File: config.mk
export PLATFORM = sky130hd
export DESIGN_NAME = err_metric_accum
export DESIGN_NICKNAME = d
export VERILOG_FILES = /design/src/rtl/err_metric_accum.sv
export SDC_FILE = /design/constraint.sdc
export NUM_CORES = 1
export LEC_CHECK = 0
export BUFFER_PORTS_ARGS = -buffer_cell sky130_fd_sc_hd__buf_2
export CAP_MARGIN = 20
export CORE_MARGIN = 2
export CORE_UTILIZATION = 55
export DETAILED_ROUTE_END_ITERATION = 8
export PLACE_DENSITY_LB_ADDON = 0.1
export SLEW_MARGIN = 20
export SYNTH_ARGS = -nofsm -noshare
export SYNTH_HDL_FRONTEND = slang
export SYNTH_SLANG_ARGS = --single-unit
File: constraint.sdc
create_clock -name clk -period 8.7 [get_ports clk]
set_input_delay 1.305 -clock clk [delete_from_list [all_inputs] [get_ports clk]]
set_output_delay 1.305 -clock clk [all_outputs]
set_load 0.005 [all_outputs]
File: src/rtl/err_metric_accum.sv
// Error-metric accumulator for approximate-adder characterisation.
// Two-stage pipeline: error distance, then accumulation of count/max/sum/sum-of-squares.
module err_metric_accum #(
  parameter int W  = 16,
  parameter int NW = 16
) (
  input  logic                  clk,
  input  logic                  rst_n,
  input  logic                  start,
  input  logic [NW-1:0]         num_samples,
  input  logic                  in_valid,
  output logic                  in_ready,
  input  logic [W-1:0]          in1,
  input  logic [W-1:0]          in2,
  input  logic [W:0]            approx_sum,
  output logic                  busy,
  output logic                  done,
  output logic [NW-1:0]         err_count,
  output logic [W:0]            max_ed,
  output logic [W+NW:0]         sum_ed,
  output logic [2*W+1+NW:0]     sum_sq_ed
);

  typedef enum logic [1:0] {IDLE, RUN, DRAIN, DONE} state_t;

  state_t          state, state_nxt;
  logic [NW-1:0]   remaining;
  logic            s1_valid, s2_valid;
  logic [W:0]      s1_ed;
  logic            start_ok, accept, enter_done;
  logic [W:0]      exact, ed_in;
  logic [2*W+1:0]  sq;

  assign start_ok = start && ((state == IDLE) || (state == DONE));
  assign accept   = in_valid && (state == RUN);
  assign in_ready = (state == RUN);
  assign busy     = (state == RUN) || (state == DRAIN);

  assign exact = {1'b0, in1} + {1'b0, in2};
  assign ed_in = (exact >= approx_sum) ? (exact - approx_sum) : (approx_sum - exact);
  assign sq    = {{(W+1){1'b0}}, s1_ed} * {{(W+1){1'b0}}, s1_ed};

  always_comb begin
    state_nxt  = state;
    enter_done = 1'b0;
    case (state)
      IDLE, DONE: begin
        if (start) begin
          if (num_samples == '0) begin
            state_nxt  = DONE;
            enter_done = 1'b1;
          end else begin
            state_nxt = RUN;
          end
        end
      end
      RUN: begin
        if (accept && (remaining == NW'(1))) state_nxt = DRAIN;
      end
      DRAIN: begin
        if (!s1_valid && !s2_valid) begin
          state_nxt  = DONE;
          enter_done = 1'b1;
        end
      end
      default: state_nxt = IDLE;
    endcase
  end

  always_ff @(posedge clk) begin
    if (!rst_n) begin
      state     <= IDLE;
      remaining <= '0;
      s1_valid  <= 1'b0;
      s2_valid  <= 1'b0;
      s1_ed     <= '0;
      done      <= 1'b0;
      err_count <= '0;
      max_ed    <= '0;
      sum_ed    <= '0;
      sum_sq_ed <= '0;
    end else begin
      state    <= state_nxt;
      done     <= enter_done;
      s1_valid <= accept;
      s2_valid <= s1_valid;
      if (accept) s1_ed <= ed_in;
      // start is only honoured with an empty pipeline, so clearing here cannot race an accumulate
      if (start_ok) begin
        remaining <= num_samples;
        err_count <= '0;
        max_ed    <= '0;
        sum_ed    <= '0;
        sum_sq_ed <= '0;
      end else begin
        if (accept) remaining <= remaining - NW'(1);
        if (s1_valid) begin
          sum_ed    <= sum_ed + {{NW{1'b0}}, s1_ed};
          sum_sq_ed <= sum_sq_ed + {{NW{1'b0}}, sq};
          if (s1_ed != '0) err_count <= err_count + NW'(1);
          if (s1_ed > max_ed) max_ed <= s1_ed;
        end
      end
    end
  end

endmodule

# [Word level (Yosys, flattened, before mapping)]
# Index checks and enable logic that the tools add are counted.
[totals] word_cells=57 out_inout_bits=119 inputBits=69 register_bits=154
[classes] addsub=7 reduce_logical=17 n_mux=12 n_eq_ne=7 mul=1 order_cmp=2 bitwise=1
[ops] operator="$add 50x34->50" count=1
[ops] operator="$mul 17x17->34" count=1
[ops] operator="$sub 17x17->17" count=2
[ops] operator="$add 33x17->33" count=1
[ops] operator="$mux 16" count=2
[ops] operator="$add 16x16->17" count=1
[ops] operator="$ge 17x17->1" count=1
[ops] operator="$gt 17x17->1" count=1
[ops] operator="$mux 17" count=1
[ops] operator="$reduce_bool 17->1" count=1
[ops] operator="$add 16x1->16 const B" count=1
[ops] operator="$eq 16x1->1 const B" count=1
[ops] operator="$logic_not 16->1" count=1
[ops] operator="$sub 16x1->16 const B" count=1
[ops] operator="$mux 2" count=4
[ops] operator="$pmux 2 s3" count=1
[ops] operator="$eq 2x2->1 const B" count=2
[ops] operator="$logic_and 1x1->1" count=4
[ops] operator="$ne 2x1->1 const B" count=2
[ops] operator="$reduce_and 2->1" count=2
[ops] operator="$reduce_or 2->1" count=2
[ops] operator="$mux 1" count=3
[ops] operator="$reduce_and 3->1" count=1
[ops] operator="$eq 2x1->1 const B" count=1
[ops] operator="other kinds (7)" count=9

# [Longest topological paths before layout]
[depth] depth_word=5 mapped_depth=25 mapped_depth_nobuf=23

# [Worst setup path before layout]
# Ideal clock, no wire load.
[synth_timing] path_type="register to register" from="register s1_ed[5]" to="register sum_sq_ed[44]" setup_time_ps=72 required_time_ps=8628 slack_ps=2165 arrival_ps=6463 period_less_slack_ps=6535 path_stages_with_launch=25 n_path_buf=3 cell_sequence="dfxtp_1 -> clkbuf_1 -> clkbuf_1 -> nand2_1 -> fa_1 -> inv_1 -> fa_1 -> inv_1 -> fa_1 -> inv_1 -> fa_1 -> fa_1 -> inv_1 -> fa_1 -> inv_1 -> ha_1 -> clkbuf_1 -> nand2_1 -> a21oi_1 -> nor2b_1 -> or3b_2 -> o21ai_1 -> a21oi_2 -> o41ai_1 -> mux2i_1"
[synth_between] elab_chain_cells=2
[synth_lines] item="start: declaration" line_no="29" rtl="logic [W:0] s1_ed;"
[synth_lines] item="start signal: assignment" line_no="87" rtl="if (accept) s1_ed <= ed_in;"
[synth_lines] item="$mul 17x17->34" line_no="41" rtl="assign sq = {{(W+1){1'b0}}, s1_ed} * {{(W+1){1'b0}}, s1_ed};"
[synth_lines] item="$add 50x34->50" line_no="99" rtl="sum_sq_ed <= sum_sq_ed + {{NW{1'b0}}, sq};"
[synth_lines] item="end signal: assignment" line_no="99"
[synth_lines] item="end: declaration" line_no="21" rtl="output logic [2*W+1+NW:0] sum_sq_ed"
# Every way passes these cells.
# A chain may end at the register's enable or synchronous reset.

# [Worst setup path in the final report]
[layout_timing] from="register s1_ed[6]" to="register sum_sq_ed[37]"
# Same word-level chain as after synthesis.

==> metrics.csv <==
metric,value,unit
net-switching-power,1.54,mW
drv.max_cap_violation_count,0,
report.final.hold_viol_count,0,
rsz0062_at_grt,false,
tritoncts,done,
p_comb_share,49.7,%
min_delay_path_depth,2,
number_of_endpoints_failing_setup_at_the_final_stage,0,
vdd.ir_drop.worst,158,uV
drt_pass1_iterations,6,
critical_path.max_fanout,22,
antenna_left,0,
netlist.area_leader.share,23.3,%
clk_pin_slew,70,ps
hold_ws,478,ps
clock-skew-final,13.6,ps
intPower,1.80,mW
crit_path_end_kind,flip-flop,
placeableCoreArea,34600,um2
cp_required,9070,ps
ys_seq_elements,154,
grt_first_pass_wirelength,83.0,mm
clk_latency,450,ps
die_h,192,um
place_congestion,0.900,
crit_arrival,7750,ps
postLayoutCoreUtil,61.4,%
first_global_vias,16200,
cts.htree.levels,4,
die_width,192,um
synth_top_cells_by_count,"sky130_fd_sc_hd__inv_1, sky130_fd_sc_hd__fa_1, sky130_fd_sc_hd__ha_1",
timing.rr.end,sum_sq_ed[37]$_SDFFE_PP0P_,
start_util,56.1,%
detailedPlacementHpwl,39.7,mm
globalRouteTotalUtil,28.5,%
ratio_of_final_minimum_period_to_clock_period,84.8,%
crit-reg2reg-launch,s1_ed[6]$_SDFFE_PN0P_,
synth_top_cells_by_area,"sky130_fd_sc_hd__fa_1, sky130_fd_sc_hd__dfxtp_1, sky130_fd_sc_hd__ha_1",
resize_count_post_cts,0,
holdPathEnd,sum_sq_ed[49]$_SDFFE_PP0P_,
p_clk_share,22.9,%
total_leakage_power,11.0,nW
total_clock_buffers_created_by_cts,17,
grt_start_max_net_pins,66,
synth-async-reset-ratio,0,%
register_to_register_setup_slack,1320,ps
synth_top_flop_cell,sky130_fd_sc_hd__dfxtp_1,
syn_area,19400,um2
clockRootBuffer,sky130_fd_sc_hd__clkbuf_16,
numPortBuffers,187,
reg2reg_depth,20,
hp-start,sum_sq_ed[49]$_SDFFE_PP0P_,
detailroute.via_count,16300,
n_antenna_cell,0,
layout-area-overhead-vs-synth,9.51,%
worst_slew_pin_slew,1040,ps
critPathLaunchType,flip-flop,
dieArea,36800,um2
first_iter_violations,940,
yosysWarnings,0,
synth_sequential_area_ratio,15.9,%
residual_drc,0,
synthesized_area_per_cell,8.37,um2
clockBufferDepth,2,
timing.hold.worst.class,flip-flop to flip-flop,
core.rowCount,68,
mappedNetlistNets,2822,
switching_share,46.0,%
grt_antenna_before_repair,0,
cts.hold.buffers_added,0,
post-synth-top-count-cell,sky130_fd_sc_hd__inv_1,
slew_headroom,30.3,%
fin_setup_tns,0,ps
io-pin-count,188,
aggregate_routed_wire_length,50.2,mm
timing.final.crit_period,7380,ps
maxSlewViolCount,0,
synth_enable_flop_cells,0,
vias_per_cell,5.58,
synth_cell_type_count,74,
synth_top_cell_by_area,sky130_fd_sc_hd__fa_1,
clkSinkCount,154,
design.final.nets,2948,
upper_clock_frequency_limit,135,MHz
layout-drive-gt1-share,10.8,%
run_status,"complete, no violations",
avgRoutedWirePerCell,17.2,um
post-cts-setup-buffers,0,
post_synth_inst_count,2321,
grt_overflow,0,
power_density,157,nW/um2
seq_power_share,27.4,%
path_class,flip-flop to flip-flop,
-- worst max-delay path: stages, from the launching register on --
cell and delay [ps]:
sky130_fd_sc_hd__dfxtp_1 970, sky130_fd_sc_hd__and2_1 290, sky130_fd_sc_hd__inv_1 70, sky130_fd_sc_hd__fa_1 500
sky130_fd_sc_hd__inv_1 50, sky130_fd_sc_hd__fa_1 550, sky130_fd_sc_hd__fa_1 450, sky130_fd_sc_hd__fa_1 530
sky130_fd_sc_hd__fa_1 540, sky130_fd_sc_hd__inv_1 50, sky130_fd_sc_hd__fa_1 520, sky130_fd_sc_hd__inv_1 40
sky130_fd_sc_hd__ha_1 400, sky130_fd_sc_hd__a21o_1 230, sky130_fd_sc_hd__o21bai_1 180, sky130_fd_sc_hd__a2bb2oi_1 200
sky130_fd_sc_hd__o211ai_2 200, sky130_fd_sc_hd__a211oi_1 790, sky130_fd_sc_hd__nor3b_2 230, sky130_fd_sc_hd__o211ai_1 270
sky130_fd_sc_hd__mux2i_1 240
-- power by group through the flow --
stage,Clock [mW],Sequential [mW],Combinational (mW)
after detailed placement,0,0.926,1.65
final,0.763,0.914,1.66
after CTS,0.772,0.910,1.66
after global placement,0,0.920,1.61
after floorplan,0,0.831,1.30
after global routing,0.802,0.925,1.88
-- layout make-up --
cell class,instances,area [um2]
fillers,3164,13400
multi-input cells,1641,14400
inverters,429,1610
clock inverters,13,136
well taps,455,569
clock buffers,18,439
flip-flops and latches,154,3090
repair buffers,204,1060
-- cell families (layout without fill, tap and decap cells) --
group | after synthesis | count (layout) | share of synthesized area [%]
AO/OA/AOI/OAI | 419 | 419 | 14.0
XOR/XNOR | 107 | 107 | 4.82
flip-flops | 154 | 154 | 15.9
AND/OR/NAND/NOR | 623 | 623 | 15.3
multiplexers | 60 | 60 | 3.14
buffers and inverters | 526 | 664 | 10.3
adder cells (fa/ha/maj) | 432 | 432 | 36.6
-- sequential cells by signal, indices dropped and copies added, names as in the netlist --
signal,flops
remaining,16
state,2
err_count,16
done,1
sum_sq_ed,50
sum_ed,33
max_ed,17
s1_ed,17
s1_valid,1
s2_valid,1
-- worst max-delay path by stage --
stage / slack, ps / end / depth (start not counted) / from
after floorplan: 2170 / sum_sq_ed[44]$_SDFFE_PP0P_ / 24 / s1_ed[5]$_SDFFE_PN0P_
after global placement: 1680 / sum_sq_ed[41]$_SDFFE_PP0P_ / 20 / s1_ed[6]$_SDFFE_PN0P_
after detailed placement: 1500 / sum_sq_ed[37]$_SDFFE_PP0P_ / 20 / s1_ed[6]$_SDFFE_PN0P_
after CTS: 1470 / sum_sq_ed[37]$_SDFFE_PP0P_ / 20 / s1_ed[6]$_SDFFE_PN0P_
after global routing: 970 / sum_sq_ed[45]$_SDFFE_PP0P_ / 21 / s1_ed[5]$_SDFFE_PN0P_
final: 1320 / sum_sq_ed[37]$_SDFFE_PP0P_ / 20 / s1_ed[6]$_SDFFE_PN0P_
-- per-layer routing --
layer / part of all wire, % / routed length [um] / track usage, % / vias to the layer above
li1: - / - / - / 7834
met1: 45 / 22700 / 39.3 / 7851
met2: 46 / 23000 / 45.2 / 503
met3: 7.2 / 3600 / 5.81 / 67
met4: 2.0 / 988 / 8.17 / 0
met5: 0 / 0 / 0 / -
-- metrics by stage --
stage | power (mW) | setup WS (ps) | instance area [um2] | std cells
floorplan | 2.13 | 2170 | 19400 | 2321
global placement | 2.53 | 1680 | 20700 | 2883
detailed placement | 2.57 | 1500 | 20700 | 2883
CTS | 3.34 | 1470 | 21300 | 2914
global route | 3.61 | 965 | 21300 | 2914
finish | 3.34 | 1320 | 21300 | 2914
-- layout by cell type, fill, tap and decap left out, types with 19 or more instances in the layout --
master                       n
sky130_fd_sc_hd__nand2b_1   23
sky130_fd_sc_hd__inv_1     429
sky130_fd_sc_hd__nor3_1     34
sky130_fd_sc_hd__and3_1     20
sky130_fd_sc_hd__xor2_1     52
sky130_fd_sc_hd__buf_2     187
sky130_fd_sc_hd__fa_1      226
sky130_fd_sc_hd__a21o_1     51
sky130_fd_sc_hd__xnor2_1    55
sky130_fd_sc_hd__nand2_1   175
sky130_fd_sc_hd__a211oi_1   33
sky130_fd_sc_hd__and2_1     50
sky130_fd_sc_hd__nand3_1    68
sky130_fd_sc_hd__or3_1      19
sky130_fd_sc_hd__nor2_1    156
sky130_fd_sc_hd__ha_1      206
sky130_fd_sc_hd__a21oi_1   116
sky130_fd_sc_hd__dfxtp_1   153
sky130_fd_sc_hd__o21ai_0    90
sky130_fd_sc_hd__mux2i_1    55
sky130_fd_sc_hd__nand4_1    26
Note: power is estimated with default switching activity, not from simulation.
